## config.mk

```make
export PLATFORM = sky130hd
export DESIGN_NAME = stg_mem_flat
export DESIGN_NICKNAME = d
export VERILOG_FILES = /design/src/rtl/stg_mem_if.sv /design/src/rtl/stg_mem.sv /design/src/flat_wrapper.sv
export SDC_FILE = /design/constraint.sdc
export NUM_CORES = 1
export LEC_CHECK = 0
export CORE_MARGIN = 2
export CORE_UTILIZATION = 30
export DETAILED_ROUTE_END_ITERATION = 6
export GPL_TIMING_DRIVEN = 0
export HOLD_SLACK_MARGIN = 0.15
export PLACE_DENSITY = 0.65
export SETUP_SLACK_MARGIN = 0.05
export SYNTH_ARGS = -nofsm -noshare
export SYNTH_HDL_FRONTEND = slang
export SYNTH_SLANG_ARGS = --single-unit
```

## constraint.sdc

```tcl
create_clock -name iw_clk -period 1.5 [get_ports iw_clk]
set_input_delay 0.3 -clock iw_clk [delete_from_list [all_inputs] [get_ports iw_clk]]
set_output_delay 0.3 -clock iw_clk [all_outputs]
set_load 0.01 [all_outputs]
```

## src/rtl/stg_mem_if.sv

```systemverilog
// stg_mem_if: data-memory request/acknowledge bus between stg_mem and the data memory.
// master = pipeline stage (issues requests), slave = memory (acknowledges).

`ifndef SIZE_ADDR
`define SIZE_ADDR 24
`endif
`ifndef SIZE_DATA
`define SIZE_DATA 24
`endif

interface stg_mem_if;
  logic                  req;
  logic                  we;
  logic [`SIZE_ADDR-1:0] addr;
  logic [`SIZE_DATA-1:0] wdata;
  logic                  ack;
  logic [`SIZE_DATA-1:0] rdata;

  modport master (
    output req,
    output we,
    output addr,
    output wdata,
    input  ack,
    input  rdata
  );

  modport slave (
    input  req,
    input  we,
    input  addr,
    input  wdata,
    output ack,
    output rdata
  );
endinterface

```

## src/rtl/stg_mem.sv

```systemverilog
// stg_mem: amber pipeline stage 5 (memory access).
// Registers the execute bundle; loads/stores run a req/ack transaction on mem_if while
// ow_stall holds upstream. Writeback sees bubbles (all *_we low) whenever nothing completes.
// Optional feature: define AMBER_MEM_TIMEOUT_EN to abort a transaction after TIMEOUT_CYCLES
// wait cycles without ack (ow_mem_fault pulses, bundle emitted with all *_we forced low).

`ifndef SIZE_ADDR
`define SIZE_ADDR 24
`endif
`ifndef SIZE_DATA
`define SIZE_DATA 24
`endif
`ifndef SIZE_OPC
`define SIZE_OPC 8
`endif
`ifndef SIZE_TGT_GP
`define SIZE_TGT_GP 4
`endif
`ifndef SIZE_TGT_SR
`define SIZE_TGT_SR 2
`endif
`ifndef SIZE_TGT_AR
`define SIZE_TGT_AR 2
`endif

module stg_mem #(
  parameter int unsigned TIMEOUT_CYCLES = 255
) (
  input  logic                    iw_clk,
  input  logic                    iw_rst_n,
  input  logic                    iw_valid,
  input  logic [`SIZE_ADDR-1:0]   iw_pc,
  input  logic [`SIZE_DATA-1:0]   iw_instr,
  input  logic [`SIZE_OPC-1:0]    iw_opc,
  input  logic [`SIZE_TGT_GP-1:0] iw_tgt_gp,
  input  logic                    iw_tgt_gp_we,
  input  logic [`SIZE_TGT_SR-1:0] iw_tgt_sr,
  input  logic                    iw_tgt_sr_we,
  input  logic [`SIZE_TGT_AR-1:0] iw_tgt_ar,
  input  logic                    iw_tgt_ar_we,
  input  logic [`SIZE_DATA-1:0]   iw_result,
  input  logic [`SIZE_ADDR-1:0]   iw_ar_result,
  input  logic                    iw_mem_rd,
  input  logic                    iw_mem_wr,
  input  logic [`SIZE_ADDR-1:0]   iw_mem_addr,
  input  logic [`SIZE_DATA-1:0]   iw_mem_wdata,
  output logic                    ow_stall,
  stg_mem_if.master               mem_if,
  output logic [`SIZE_ADDR-1:0]   ow_pc,
  output logic [`SIZE_DATA-1:0]   ow_instr,
  output logic [`SIZE_OPC-1:0]    ow_opc,
  output logic [`SIZE_TGT_GP-1:0] ow_tgt_gp,
  output logic                    ow_tgt_gp_we,
  output logic [`SIZE_TGT_SR-1:0] ow_tgt_sr,
  output logic                    ow_tgt_sr_we,
  output logic [`SIZE_TGT_AR-1:0] ow_tgt_ar,
  output logic                    ow_tgt_ar_we,
  output logic [`SIZE_DATA-1:0]   ow_result,
  output logic [`SIZE_ADDR-1:0]   ow_ar_result,
  output logic                    ow_mem_fault
);

  // A zero timeout would abort before the memory could ever answer.
  if (TIMEOUT_CYCLES < 1) begin : g_bad_timeout
    $error("stg_mem: TIMEOUT_CYCLES must be at least 1");
  end

  typedef enum logic [0:0] {StIdle, StBusy} state_e;

  typedef struct packed {
    logic [`SIZE_ADDR-1:0]   pc;
    logic [`SIZE_DATA-1:0]   instr;
    logic [`SIZE_OPC-1:0]    opc;
    logic [`SIZE_TGT_GP-1:0] tgt_gp;
    logic                    tgt_gp_we;
    logic [`SIZE_TGT_SR-1:0] tgt_sr;
    logic                    tgt_sr_we;
    logic [`SIZE_TGT_AR-1:0] tgt_ar;
    logic                    tgt_ar_we;
    logic [`SIZE_DATA-1:0]   result;
    logic [`SIZE_ADDR-1:0]   ar_result;
  } bundle_t;

  // Turn a bundle into a bubble: fields kept, all write-enables cleared.
  function automatic bundle_t kill_we(input bundle_t b);
    bundle_t r;
    r           = b;
    r.tgt_gp_we = 1'b0;
    r.tgt_sr_we = 1'b0;
    r.tgt_ar_we = 1'b0;
    return r;
  endfunction

  state_e                state_q, state_d;
  bundle_t               in_b;
  bundle_t               out_q, out_d;
  bundle_t               hold_q, hold_d;
  logic                  hold_load_q, hold_load_d;
  logic                  req_q, req_d;
  logic                  we_q, we_d;
  logic [`SIZE_ADDR-1:0] addr_q, addr_d;
  logic [`SIZE_DATA-1:0] wdata_q, wdata_d;
  logic                  fault_q, fault_d;
  logic                  accept_mem;
  logic                  expire;

  assign in_b = '{
    pc:        iw_pc,
    instr:     iw_instr,
    opc:       iw_opc,
    tgt_gp:    iw_tgt_gp,
    tgt_gp_we: iw_tgt_gp_we,
    tgt_sr:    iw_tgt_sr,
    tgt_sr_we: iw_tgt_sr_we,
    tgt_ar:    iw_tgt_ar,
    tgt_ar_we: iw_tgt_ar_we,
    result:    iw_result,
    ar_result: iw_ar_result
  };

  assign accept_mem = (state_q == StIdle) && iw_valid && (iw_mem_rd || iw_mem_wr);

`ifdef AMBER_MEM_TIMEOUT_EN
  localparam int unsigned CntW = ($clog2(TIMEOUT_CYCLES + 1) > 8) ?
                                 $clog2(TIMEOUT_CYCLES + 1) : 8;
  logic [CntW-1:0] cnt_q, cnt_d;

  // Expiry fires on the wait cycle that would bring the count up to TIMEOUT_CYCLES.
  assign expire = (state_q == StBusy) && !mem_if.ack &&
                  (cnt_q == CntW'(TIMEOUT_CYCLES - 1));
`else
  assign expire = 1'b0;
`endif

  // FSM state register.
  always_ff @(posedge iw_clk or negedge iw_rst_n) begin
    if (!iw_rst_n) begin
      state_q <= StIdle;
    end else begin
      state_q <= state_d;
    end
  end

  // FSM next-state logic; ack has priority over timeout expiry.
  always_comb begin
    state_d = state_q;
    unique case (state_q)
      StIdle: if (accept_mem) state_d = StBusy;
      StBusy: if (mem_if.ack || expire) state_d = StIdle;
      default: state_d = StIdle;
    endcase
  end

  // Next-state values for the output bundle, hold registers and memory request.
  always_comb begin
    out_d       = kill_we(out_q);
    hold_d      = hold_q;
    hold_load_d = hold_load_q;
    req_d       = req_q;
    we_d        = we_q;
    addr_d      = addr_q;
    wdata_d     = wdata_q;
    fault_d     = 1'b0;
`ifdef AMBER_MEM_TIMEOUT_EN
    cnt_d       = cnt_q;
`endif
    unique case (state_q)
      StIdle: begin
        if (iw_valid) begin
          if (iw_mem_rd || iw_mem_wr) begin
            hold_d      = in_b;
            // rd+wr together is a store, so only a pure read loads rdata.
            hold_load_d = iw_mem_rd && !iw_mem_wr;
            req_d       = 1'b1;
            we_d        = iw_mem_wr;
            addr_d      = iw_mem_addr;
            wdata_d     = iw_mem_wdata;
`ifdef AMBER_MEM_TIMEOUT_EN
            cnt_d       = '0;
`endif
          end else begin
            out_d = in_b;
          end
        end
      end
      StBusy: begin
        if (mem_if.ack) begin
          req_d = 1'b0;
          out_d = hold_q;
          if (hold_load_q) out_d.result = mem_if.rdata;
        end else if (expire) begin
          req_d   = 1'b0;
          out_d   = kill_we(hold_q);
          fault_d = 1'b1;
        end else begin
`ifdef AMBER_MEM_TIMEOUT_EN
          cnt_d = cnt_q + 1'b1;
`endif
        end
      end
      default: ;
    endcase
  end

  // Datapath registers; reset clears every output, dropping any request in flight.
  always_ff @(posedge iw_clk or negedge iw_rst_n) begin
    if (!iw_rst_n) begin
      out_q       <= '0;
      hold_q      <= '0;
      hold_load_q <= 1'b0;
      req_q       <= 1'b0;
      we_q        <= 1'b0;
      addr_q      <= '0;
      wdata_q     <= '0;
      fault_q     <= 1'b0;
`ifdef AMBER_MEM_TIMEOUT_EN
      cnt_q       <= '0;
`endif
    end else begin
      out_q       <= out_d;
      hold_q      <= hold_d;
      hold_load_q <= hold_load_d;
      req_q       <= req_d;
      we_q        <= we_d;
      addr_q      <= addr_d;
      wdata_q     <= wdata_d;
      fault_q     <= fault_d;
`ifdef AMBER_MEM_TIMEOUT_EN
      cnt_q       <= cnt_d;
`endif
    end
  end

  assign ow_stall      = (state_q == StBusy);
  assign mem_if.req    = req_q;
  assign mem_if.we     = we_q;
  assign mem_if.addr   = addr_q;
  assign mem_if.wdata  = wdata_q;

  assign ow_pc         = out_q.pc;
  assign ow_instr      = out_q.instr;
  assign ow_opc        = out_q.opc;
  assign ow_tgt_gp     = out_q.tgt_gp;
  assign ow_tgt_gp_we  = out_q.tgt_gp_we;
  assign ow_tgt_sr     = out_q.tgt_sr;
  assign ow_tgt_sr_we  = out_q.tgt_sr_we;
  assign ow_tgt_ar     = out_q.tgt_ar;
  assign ow_tgt_ar_we  = out_q.tgt_ar_we;
  assign ow_result     = out_q.result;
  assign ow_ar_result  = out_q.ar_result;

`ifdef AMBER_MEM_TIMEOUT_EN
  assign ow_mem_fault  = fault_q;
`else
  assign ow_mem_fault  = 1'b0;
  logic unused_fault;
  assign unused_fault  = fault_q;
`endif

endmodule

```

## src/flat_wrapper.sv

```systemverilog
// flat-port wrapper written by rule: the top's interface ports become plain ports
module stg_mem_flat 
#(
  parameter int unsigned TIMEOUT_CYCLES = 255
)
  (iw_clk, iw_rst_n, iw_valid, iw_pc, iw_instr, iw_opc, iw_tgt_gp, iw_tgt_gp_we, iw_tgt_sr, iw_tgt_sr_we, iw_tgt_ar, iw_tgt_ar_we, iw_result, iw_ar_result, iw_mem_rd, iw_mem_wr, iw_mem_addr, iw_mem_wdata, ow_stall, ow_pc, ow_instr, ow_opc, ow_tgt_gp, ow_tgt_gp_we, ow_tgt_sr, ow_tgt_sr_we, ow_tgt_ar, ow_tgt_ar_we, ow_result, ow_ar_result, ow_mem_fault, mem_if_req, mem_if_we, mem_if_addr, mem_if_wdata, mem_if_ack, mem_if_rdata);
  stg_mem_if mem_if_i ();
  input  logic iw_clk;
  input  logic iw_rst_n;
  input  logic iw_valid;
  input  logic [`SIZE_ADDR-1:0] iw_pc;
  input  logic [`SIZE_DATA-1:0] iw_instr;
  input  logic [`SIZE_OPC-1:0] iw_opc;
  input  logic [`SIZE_TGT_GP-1:0] iw_tgt_gp;
  input  logic iw_tgt_gp_we;
  input  logic [`SIZE_TGT_SR-1:0] iw_tgt_sr;
  input  logic iw_tgt_sr_we;
  input  logic [`SIZE_TGT_AR-1:0] iw_tgt_ar;
  input  logic iw_tgt_ar_we;
  input  logic [`SIZE_DATA-1:0] iw_result;
  input  logic [`SIZE_ADDR-1:0] iw_ar_result;
  input  logic iw_mem_rd;
  input  logic iw_mem_wr;
  input  logic [`SIZE_ADDR-1:0] iw_mem_addr;
  input  logic [`SIZE_DATA-1:0] iw_mem_wdata;
  output logic ow_stall;
  output logic [`SIZE_ADDR-1:0] ow_pc;
  output logic [`SIZE_DATA-1:0] ow_instr;
  output logic [`SIZE_OPC-1:0] ow_opc;
  output logic [`SIZE_TGT_GP-1:0] ow_tgt_gp;
  output logic ow_tgt_gp_we;
  output logic [`SIZE_TGT_SR-1:0] ow_tgt_sr;
  output logic ow_tgt_sr_we;
  output logic [`SIZE_TGT_AR-1:0] ow_tgt_ar;
  output logic ow_tgt_ar_we;
  output logic [`SIZE_DATA-1:0] ow_result;
  output logic [`SIZE_ADDR-1:0] ow_ar_result;
  output logic ow_mem_fault;
  output wire logic [$bits(mem_if_i.req)-1:0] mem_if_req;
  output wire logic [$bits(mem_if_i.we)-1:0] mem_if_we;
  output wire logic [$bits(mem_if_i.addr)-1:0] mem_if_addr;
  output wire logic [$bits(mem_if_i.wdata)-1:0] mem_if_wdata;
  input wire logic [$bits(mem_if_i.ack)-1:0] mem_if_ack;
  input wire logic [$bits(mem_if_i.rdata)-1:0] mem_if_rdata;
  assign mem_if_req = mem_if_i.req;
  assign mem_if_we = mem_if_i.we;
  assign mem_if_addr = mem_if_i.addr;
  assign mem_if_wdata = mem_if_i.wdata;
  assign mem_if_i.ack = mem_if_ack;
  assign mem_if_i.rdata = mem_if_rdata;
  stg_mem #(.TIMEOUT_CYCLES(TIMEOUT_CYCLES)) u_core (.iw_clk(iw_clk), .iw_rst_n(iw_rst_n), .iw_valid(iw_valid), .iw_pc(iw_pc), .iw_instr(iw_instr), .iw_opc(iw_opc), .iw_tgt_gp(iw_tgt_gp), .iw_tgt_gp_we(iw_tgt_gp_we), .iw_tgt_sr(iw_tgt_sr), .iw_tgt_sr_we(iw_tgt_sr_we), .iw_tgt_ar(iw_tgt_ar), .iw_tgt_ar_we(iw_tgt_ar_we), .iw_result(iw_result), .iw_ar_result(iw_ar_result), .iw_mem_rd(iw_mem_rd), .iw_mem_wr(iw_mem_wr), .iw_mem_addr(iw_mem_addr), .iw_mem_wdata(iw_mem_wdata), .ow_stall(ow_stall), .mem_if(mem_if_i), .ow_pc(ow_pc), .ow_instr(ow_instr), .ow_opc(ow_opc), .ow_tgt_gp(ow_tgt_gp), .ow_tgt_gp_we(ow_tgt_gp_we), .ow_tgt_sr(ow_tgt_sr), .ow_tgt_sr_we(ow_tgt_sr_we), .ow_tgt_ar(ow_tgt_ar), .ow_tgt_ar_we(ow_tgt_ar_we), .ow_result(ow_result), .ow_ar_result(ow_ar_result), .ow_mem_fault(ow_mem_fault));
endmodule
```

# ---- After elaboration in Yosys (flattened, before gate mapping)
# Cells that the tools add are included.
dict set report classes {
  eq_ne 4
  bitwise_logic 1
  mux 12
  n_reduce_logical 8
}
# op count
set ops {}
lappend ops {{$mux 115} 3}
lappend ops {{$pmux 115 s2} 1}
lappend ops {{$mux 24} 1}
lappend ops {{$reduce_and 3->1} 3}
lappend ops {{$ne 2x2->1 const B} 4}
lappend ops {{$mux 1} 5}
lappend ops {{$pmux 1 s2} 2}
lappend ops {{$logic_and 1x1->1} 3}
lappend ops {{$logic_not 1->1} 1}
lappend ops {{$logic_or 1x1->1} 1}
lappend ops {{$not 1->1} 1}
dict set report word_totals {
  elab_cells 53
  input_bits 193
  output_inout_bits 167
  register_bits 282
}

# ---- Depth between registers and ports, before layout
dict set report logic_depth {
  depth_word 5
  ltp_mapped 5
  depth_no_buf 3
}

# ---- Worst setup path after synthesis
# Ideal clock, no wire load.
dict set report synth_timing {
  path_type {flip-flop to flip-flop}
  from {reg u_core.state_q (netlist: u_core.ow_stall)}
  to {reg u_core.wdata_q[10] (netlist: u_core.mem_if.wdata[10])}
  period_less_slack_ns 1.751
  setup_time_ns 0.125
  path_stages_with_launch 6
  setup_slack_ns -0.251
  arrival_ns 1.626
  n_path_buf 2
  cell_sequence {dfrtp_1 nor2b_2 o21a_1 buf_2 buf_2 mux2_2}
}
dict set report synth_via {
  elab_chain_len 2
}
# element line
set synth_lines {}
lappend synth_lines {{from (decl)} stg_mem.sv:94} ;# state_e state_q, state_d;
lappend synth_lines {{from (signal assigned)} stg_mem.sv:138} ;# state_q <= StIdle;
lappend synth_lines {{from (signal assigned)} stg_mem.sv:140} ;# state_q <= state_d;
lappend synth_lines {{$not 1->1 (no line)} -}
lappend synth_lines {{$reduce_and 3->1 (no line)} -}
lappend synth_lines {{to (signal assigned)} stg_mem.sv:226} ;# wdata_q <= wdata_d;
lappend synth_lines {{to (decl)} stg_mem.sv:102} ;# logic [`SIZE_DATA-1:0] wdata_q, wdata_d;
# No other way between the ends.
# A chain may end at the register's enable or synchronous reset.

# ---- Worst setup path after layout
dict set report layout_timing {
  from {reg u_core.state_q (netlist: u_core.ow_stall)}
  to {reg u_core.addr_q[10] (netlist: u_core.mem_if.addr[10])}
}
dict set report layout_via {
  elab_chain_len 2
}
# element line
set layout_lines {}
lappend layout_lines {{$not 1->1 (no line)} -}
lappend layout_lines {{$reduce_and 3->1 (no line)} -}
lappend layout_lines {{to (signal assigned)} stg_mem.sv:225} ;# addr_q <= addr_d;
lappend layout_lines {{to (decl)} stg_mem.sv:101} ;# logic [`SIZE_ADDR-1:0] addr_q, addr_d;
# No other way between the ends.

==> results_dict.tcl <==
set metrics [dict create \
    synth_top_cells_by_area "dfrtp_1, mux2_2, a22o_1" \
    worstMarginPinSlew_ns 0.5384 \
    drive_above_1_share 0.3976 \
    synth_top_family_by_area "multiplexers" \
    place_congestion 0.7644 \
    synth_nets 962 \
    violations "setup timing" \
    slew_viol_final 0 \
    htreeDepth 2 \
    synth_xor_area_frac 0 \
    die_area_um2 39180 \
    drv_cap 0 \
    routed-via-count 8172 \
    synth_top_area_frac 0.6254 \
    wl_mm 34.56 \
    grtUsageTotal 0.1683 \
    grt_pass1_wl_mm 49.96 \
    status "finished, violations left" \
    antenna_left 0 \
    synthArstFlopShare 1.000 \
    yosysUniqueCellTypes 21 \
    p_per_area_nw_per_um2 1519 \
    ir_drop_v 0.0009451 \
    ys.flop_type "dfrtp_1" \
    drtPass1Iterations 4 \
    yosysTopAreaCell "dfrtp_1" \
    cts_tree "done" \
    syn-instance-count 769 \
    crit_start "u_core.ow_stall$_DFF_PN0_" \
    drt-initial-drc-count 287 \
    wl_per_cell_um 20.28 \
    ys_seq_area_frac 0.6254 \
    critPathMaxFanout 6 \
    crit_type "reg -> reg" \
    coreArea_um2 37310 \
    critPathRequiredTime_ns 1.90 \
    antenna_found_initial 1 \
    nets 1398 \
    slew_headroom 0.6411 \
    start_kind "register" \
    avgSynthCellArea_um2 14.67 \
    cts.sinks 282 \
    seq_area_um2 7058 \
    synth-edff-count 0 \
    finalCritPeriodShare 1.093 \
    fmax_mhz 610.1 \
    synth-adder-area-share 0 \
    die_x_um 197.9 \
    synth.most_common_cell "dfrtp_1" \
    rsz0062_at_grt "true" \
    arrival_ns 2.04 \
    place_worst_setup_slack_ns -1.384 \
    vias_per_cell 4.796 \
    min_path_type "in -> async" \
    finalWorstSetupSlack_ns -0.1391 \
    die_h_um 197.9 \
    initial_core_util 0.3024 \
    fin_crit_ns 1.639 \
    port_buffers 358 \
    p_leak_nw 8.364 \
    yosys-top-cells-count "dfrtp_1, mux2_2, a22o_1, a21o_1, buf_2" \
    num_rows 71 \
    rr_startpoint "u_core.ow_stall$_DFF_PN0_" \
    multi_input_area_um2 4175 \
    post-route-drc-count 0 \
    total_power_mw 26.13 \
    nFillCells 3408 \
    synthSimpleGateAreaFrac 0.01308 \
    worstSetupEndpointType "register" \
    finClkSkew_ns 0.01762 \
    clock_path_buffers 3 \
    rrSetupSlack_ns -0.14 \
    cts_buffers 34 \
    cts.clk_slew.worst_paths_ns 0.06 \
    area_growth_pct 52.46 \
    muxShareOfSynthArea 0.1840 \
    synth_compound_area_frac 0.1540 \
    clock_latency_ns 0.53 \
    grt_max_degree 113 \
    insertedDiodeCount 0 \
    yosys_warnings 0 \
    gr-total-overflow 0 \
    setup_viol 269 \
    pin_count 360 \
    tns_ns -21.29 \
    reg2regPathDepth 5 \
    cts-root-buf "clkbuf_16" \
    hold_viol 0 \
    first_global_vias 8650 \
    netlist_area_um2 11280 \
    dp_hpwl_mm 22.80 \
    ys_seq_elements 282 \
]
-- per-layer routing --
metal,routed length [µm],global-route usage
met1,14910,0.2064
met2,16350,0.2769
met3,2233,0.04786
met4,1050,0.07296
met5,13,0
-- sequential cells by signal (all words and copies together) (netlist names), 2 cells and up --
| signal | cells |
|---|---|
| u_core.hold_q | 115 |
| u_core.mem_if.addr | 24 |
| u_core.mem_if.wdata | 24 |
| u_core.ow_ar_result | 24 |
| u_core.ow_instr | 24 |
| u_core.ow_opc | 8 |
| u_core.ow_pc | 24 |
| u_core.ow_result | 24 |
| u_core.ow_tgt_ar | 2 |
| u_core.ow_tgt_gp | 4 |
| u_core.ow_tgt_sr | 2 |
-- layout by cell type (no fill, tap or decap) --
master           count
nor2_1              24
a21oi_1              2
mux2_4              48
nand2_1              4
conb_1               1
o21ai_4              1
mux2i_1             24
clkbuf_1             7
mux2_2             115
buf_6               10
clkinv_2             8
nor2_4               1
dfrtp_2              1
clkbuf_8            11
dfrtp_1            281
nor2b_4              1
bufinv_16            1
nor4b_4              1
buf_8                5
a22o_1              92
buf_12              23
buf_2                3
buf_4               22
clkbuf_2           168
inv_1                1
dlygate4sd3_1        1
a21o_1              88
clkbuf_4             8
and2_4               1
clkbuf_16           56
clkdlybuf4s50_1    191
a221o_1             24
buf_16               2
o21a_4               1
o21ai_0              1
clkinv_4             2
-- cell families after synthesis --
kind of cell           after synthesis
other                                1
AOI/OAI and AO/OA                  209
and+or+nand+nor                     32
buffers and inverters               58
DFF                                282
muxes                              187
-- area by class of cell --
type | count | share of cell area
buffer | 54 | 0.04429
clock buffer | 50 | 0.06015
clock inverter | 11 | 0.005091
inverter | 1 | 0.0002182
multi-input combinational | 429 | 0.2427
sequential | 282 | 0.4103
tap | 474 | 0.03448
timing repair buffer | 403 | 0.2028
-- report_power, final --
group	internal [mW]	leakage [nW]	switching (mW)
clock network	4.96	0.561	3.24
logic	4.01	4.42	3.04
registers	9.70	3.38	1.17
-- worst paths after layout --
kind                                                        to
setup / recovery            u_core.mem_if.addr[10]$_DFFE_PN0P_
setup reg to reg            u_core.mem_if.addr[10]$_DFFE_PN0P_
min in group iw_clk         u_core.mem_if.wdata[9]$_DFFE_PN0P_
hold reg to reg            u_core.ow_ar_result[16]$_DFFE_PN0P_
max in group asynchronous         u_core.ow_opc[3]$_DFFE_PN0P_
hold / removal                 u_core.ow_result[6]$_DFFE_PN0P_
-- stage by stage --
stage / cells / hold slack (ns) / utilization / cell area, µm²
after floorplan: 769 / 0.004409 / - / 11440
after global placement: 1601 / 0.4575 / 0.4186 / 15620
after detailed placement: 1603 / 0.3031 / 0.4202 / 15680
after CTS: 1675 / 0.3186 / 0.4562 / 17020
after global routing: 1704 / 0.3200 / 0.4611 / 17200
final: 1704 / 0.2863 / 0.4611 / 17200
-- worst max-delay path, stage by stage, from the launching register on --
cell       delay, ns
dfrtp_2         0.47
nor2b_4         0.22
o21a_4          0.22
buf_12          0.14
clkbuf_16       0.15
mux2_4          0.29
-- timing repair --
action                                 in CTS  in global routing
endpoints found under the hold margin      65                  0
gates cloned                                3                 15
setup endpoints to repair                 446                493
setup buffers                               9                 15
pin swaps                                  13                  1
hold buffers                                1                  0
gates resized for setup                   257                412
(Power assumes the default switching activity.)
==> variant 1, RTL diff (same flow settings) <==
The macro `SIZE_ADDR` goes from 24 to 12.
--- a/src/rtl/stg_mem_if.sv
+++ b/src/rtl/stg_mem_if.sv
@@ -2,7 +2,7 @@
 // master = pipeline stage (issues requests), slave = memory (acknowledges).
 
 `ifndef SIZE_ADDR
-`define SIZE_ADDR 24
+`define SIZE_ADDR 12
 `endif
 `ifndef SIZE_DATA
 `define SIZE_DATA 24
Ports: changed (6 resized); port bits go from 360 to 288. No check against the original RTL was run, so the function may have changed too.
==> variant 1 against the unedited design <==
The flow finishes with violations (hold timing, setup timing). Routed wire length is 12% lower. Core utilization is 2.3 points higher. Synthesized area is 20% lower. Setup slack worse by 0.15 ns. Cell area is 17% lower. Global-route usage is 2.0 points higher. Critical path depth is 3 higher. Sequential share of layout area is 2.3 points lower. Sequential cell count is 60 lower. Total power is 16% lower. Worst hold slack worse by 0.48 ns. Count of clock-buffer cells in the layout is 9 lower.
==> variant 1: results (changes against the unedited design) <==
stage	metric	value	unit	change
critical_path	critPathTopFamily	buffers and inverters		
drt	vias_per_cell	4.967		+3.6%
power	p_leak	6.882	nW	-18%
status	violations	hold timing, setup timing		
global_route	grt_pass1_vias	7536		-13%
critical_path	slowest_stage	dfrtp_1		
power	power.switching	6.204	mW	-17%
power	vdd_drop_max	1.008	mV	+6.7%
power	power_combinational	6.53	mW	-7.4%
critical_path	cp_max_fo	5		-1
cells_and_area	final_nets	1148		-18%
timing	setup_viol	219		-19%
synthesis	ys_top_cells_by_area	dfrtp_1 62%, mux2_2 16%, a221o_1 9.8%		
status	status	complete, but fails checks		
synthesis	synthTopCellsByCount	222 x dfrtp_1, 127 x mux2_2, 88 x a221o_1		
global_route	grt_max_degree	118		+4.4%
synthesis	yosysSeqAreaShare	61.64	%	-0.90 points
critical_path	critPathArrivalTime	2.20	ns	+0.16 ns
placement	routabilityCongestion	0.7604		-0.52%
synthesis	synth_compound_area_share	10.66	%	-4.7 points
timing	hold_violations	105		+105
drt	drt_iter0_markers	384		+34%
clock_tree	cts_made_buffers	27		-21%
timing	worst_slack	-0.2890	ns	-0.1500 ns
global_route	grt_usage	18.84	%	+2.0 points
power	seqPwrFrac	39.3	%	-2.3 points
timing	whs	-0.1909	ns	-0.4772 ns
synthesis	synth_cells	619		-20%
-- variant 1: changes by cell type after synthesis, moves of 2 or more --
cell     delta
a22o_1     -91
a21o_1     -86
a221o_1    +64
and3_1     +64
dfrtp_1    -60
mux2_2     -36
buf_2      -15
buf_4      +12
a32o_1      +3
buf_1       -3
buf_6       +2
nand2_1     -2
-- variant 1: layout make-up --
class / count / area [µm²]
Fill cell: 2625 / 15310
Clock buffer: 41 / 828.3
Clock inverter: 8 / 101.3
Multi-Input combinational cell: 342 / 3671
Tap cell: 390 / 488.0
Antenna cell: 2 / 5.005
Inverter: 1 / 3.754
Sequential cell: 222 / 5555
Buffer: 46 / 529.3
Timing Repair Buffer: 351 / 3151
-- variant 1: per-layer routing --
metal | vias to the layer above | track usage [%] | share of wire (%)
met5 | - | 0 | 0
met4 | 0 | 3.928 | 1.7
met3 | 40 | 5.698 | 9.0
met2 | 263 | 30.14 | 46
met1 | 3562 | 25.31 | 43
li1 | 3104 | - | -
==> variant 2, RTL diff (config.mk and constraints unchanged) <==
Made on the original files. Reset style: synchronous (`iw_rst_n`), changed in 2 clocked blocks.
--- a/src/rtl/stg_mem.sv
+++ b/src/rtl/stg_mem.sv
@@ -133,7 +133,7 @@
 `endif
 
   // FSM state register.
-  always_ff @(posedge iw_clk or negedge iw_rst_n) begin
+  always_ff @(posedge iw_clk) begin
     if (!iw_rst_n) begin
       state_q <= StIdle;
     end else begin
@@ -203,7 +203,7 @@
   end
 
   // Datapath registers; reset clears every output, dropping any request in flight.
-  always_ff @(posedge iw_clk or negedge iw_rst_n) begin
+  always_ff @(posedge iw_clk) begin
     if (!iw_rst_n) begin
       out_q       <= '0;
       hold_q      <= '0;
Behaviour: differs if iw_rst_n is asserted again (counterexample within 4 cycles, from zero or initial values and one cycle with iw_rst_n low); with iw_rst_n held inactive, the same outputs for 4 cycles.
==> variant 2 against the unedited design <==
The flow still finishes with violations (setup timing). Critical path depth grew 2. Routed wire length grew 24%. Sequential cell count is the same. First-iteration DRC count grew 97%. Setup slack lost 0.067 ns. Cell area shrank 1.9%. Synthesized area grew 0.57%. Core utilization shrank 1.1 points. Synthesized cell count grew 54%. Worst hold slack gained 0.076 ns. Sequential share of layout area shrank 7.6 points. Critical endpoint is now u_core.ow_result[20]$_SDFFE_PN0P_.
Power is not compared: it rests on default switching activity, and its combinational part moved more than twofold at a synthesized area within 25%.
==> variant 2: results (changes against the unedited design) <==
stage	metric	value	unit	change
status	status	complete, but fails checks		
status	violations	setup timing		
cells_and_area	largest_reg_flops	115		unchanged
timing	worst_slack	-0.2057	ns	-0.06670 ns
global_route	grt_usage	20.80	%	+4.0 points
synthesis	yosysWarnings	0		unchanged
synthesis	avgSynthCellArea	9.551	µm²	-35%
drt	wl_per_cell	20.24	µm	-0.21%
drt	wl	42970	µm	+24%
clock_tree	clkTransAtPathRegs	0.06	ns	about the same
worst_hold_path	hold_class	in -> reg		
global_route	antenna_found_initial	2		+1
power	p_leak	7.294	nW	
timing	whs	0.3622	ns	+0.07596 ns
cells_and_area	fill_cells	3705		+8.7%
timing	clock_skew	0.006582	ns	-0.01104 ns
clock_tree	cts_buffer_depth	3		unchanged
drt	dr.pass1.iters	7		+3
global_route	grt_first_pass_wirelength	63600	µm	+27%
placement	place_hpwl	30800	µm	+35%
cells_and_area	final_nets	1781		+27%
placement	routabilityCongestion	0.8588		+12%
critical_path	critPathArrivalTime	2.09	ns	+0.05 ns
clock_tree	insertion_delay	0.50	ns	-0.03 ns
timing	setup_viol	115		-57%
clock_tree	root_buffer	clkbuf_16		
cells_and_area	regMostFlops	u_core.hold_q		
drt	drt_iter0_markers	565		+97%
timing	hold_violations	0		unchanged
critical_path	cp_max_fo	10		+4
clock_tree	cts_made_buffers	34		unchanged
clock_tree	cts_max_level	2		unchanged
placement	io_buffer_count	357		-0.28%
synthesis	yosysSeqAreaShare	49.75	%	-13 points
cells_and_area	layout-drive-gt1-share	9.683	%	-30 points
synthesis	async_reset_ff_share	0	%	-100 points
synthesis	ys_top_cells_by_area	dfxtp_1 50%, a21boi_0 9.9%, a221o_1 9.9%		
global_route	grt_max_degree	13		-88%
synthesis	synth_cell_types	27		+29%
placement	dp.cells	2056		+28%
synthesis	synthTopCellsByCount	282 x dfxtp_1, 164 x nand3_1, 164 x o21ai_0		
timing	max_slew_margin	56.95	%	-7.2 points
drt	vias	11020		+35%
power	vdd_drop_max	0.7825	mV	
synthesis	syn-num-nets	1381		+44%
==> variant 2: worst paths after layout <==
path | startpoint | end | depth (start not counted)
setup / recovery | u_core.ow_stall$_SDFF_PN0_ | u_core.ow_result[20]$_SDFFE_PN0P_ | 7
hold / removal | iw_mem_addr[4] | u_core.mem_if.addr[4]$_SDFFE_PN0P_ | 3
setup reg to reg | u_core.ow_stall$_SDFF_PN0_ | u_core.ow_result[20]$_SDFFE_PN0P_ | 7
hold reg to reg | u_core.hold_q[99]$_SDFFE_PN0P_ | u_core.ow_pc[8]$_SDFFE_PN0P_ | 1
==> variant 2: cell type report <==
type                            instances  area share (%)
Multi-Input combinational cell        764           30.04
Timing Repair Buffer                  364           20.87
Sequential cell                       282           33.48
Tap cell                              511           3.789
Buffer                                141           5.101
Inverter                                1         0.02224
Antenna cell                            1         0.01483
Clock buffer                           53           6.199
Clock inverter                          6          0.4894
==> variant 2: kinds of logic (layout without fill, tap and decap cells) <==
logic type             count (synthesis)  after routing  share of synthesized area (%)
buffers and inverters                142            565                          5.756
and+or+nand+nor                      293            293                          14.00
AOI/OAI and AO/OA                    446            446                          28.34
DFF                                  282            282                          49.75
other                                  1              2                        0.03305
muxes                                 24             24                          2.117
==> variant 2: routing by layer <==
metal | global-route usage, % | vias up | share of wire [%]
li1 | - | 5249 | -
met5 | 0 | - | 0.030
met3 | 5.832 | 64 | 7.8
met4 | 6.495 | 2 | 2.5
met2 | 34.80 | 387 | 46
met1 | 25.91 | 5318 | 43
==> variant 2: report_power, final <==
group          internal [mW]  switching [mW]  total, mW  leakage, nW
clock                   5.12            3.17       8.30        0.551
sequential              7.89           0.206       8.09         2.30
combinational           1.26            1.30       2.57         4.44
==> variant 2: critical path: stages (launching register included) <==
cell	delay (ns)
dfxtp_4	0.41
nor4b_4	0.06
buf_4	0.17
buf_8	0.16
and2_1	0.17
buf_6	0.13
buf_6	0.14
a221o_1	0.35
==> variant 2: timing repair <==
item	in CTS	in global routing
resized for setup	233	48
buffers inserted	7	1
hold endpoints to repair	0	0
setup endpoints to repair	448	406
pin swaps	3	3
hold buffers	0	0
cloned	0	2
==> variant 2: per-stage QoR <==
| step | utilization [%] | setup TNS, ns | setup WS (ns) | cell area (µm²) | power, mW |
|---|---|---|---|---|---|
| finish | 45.01 | -16.63 | -0.2057 | 16870 | 18.96 |
| global route | 45.01 | -28.58 | -0.2467 | 16870 | 19.71 |
| CTS | 44.64 | -28.44 | -0.2286 | 16730 | 19.13 |
| detailed placement | 41.59 | -262.36 | -1.199 | 15590 | 10.83 |
| global placement | 41.59 | -255.45 | -1.185 | 15590 | 10.79 |
| floorplan | - | 0 | 0.02199 | 11380 | 9.335 |
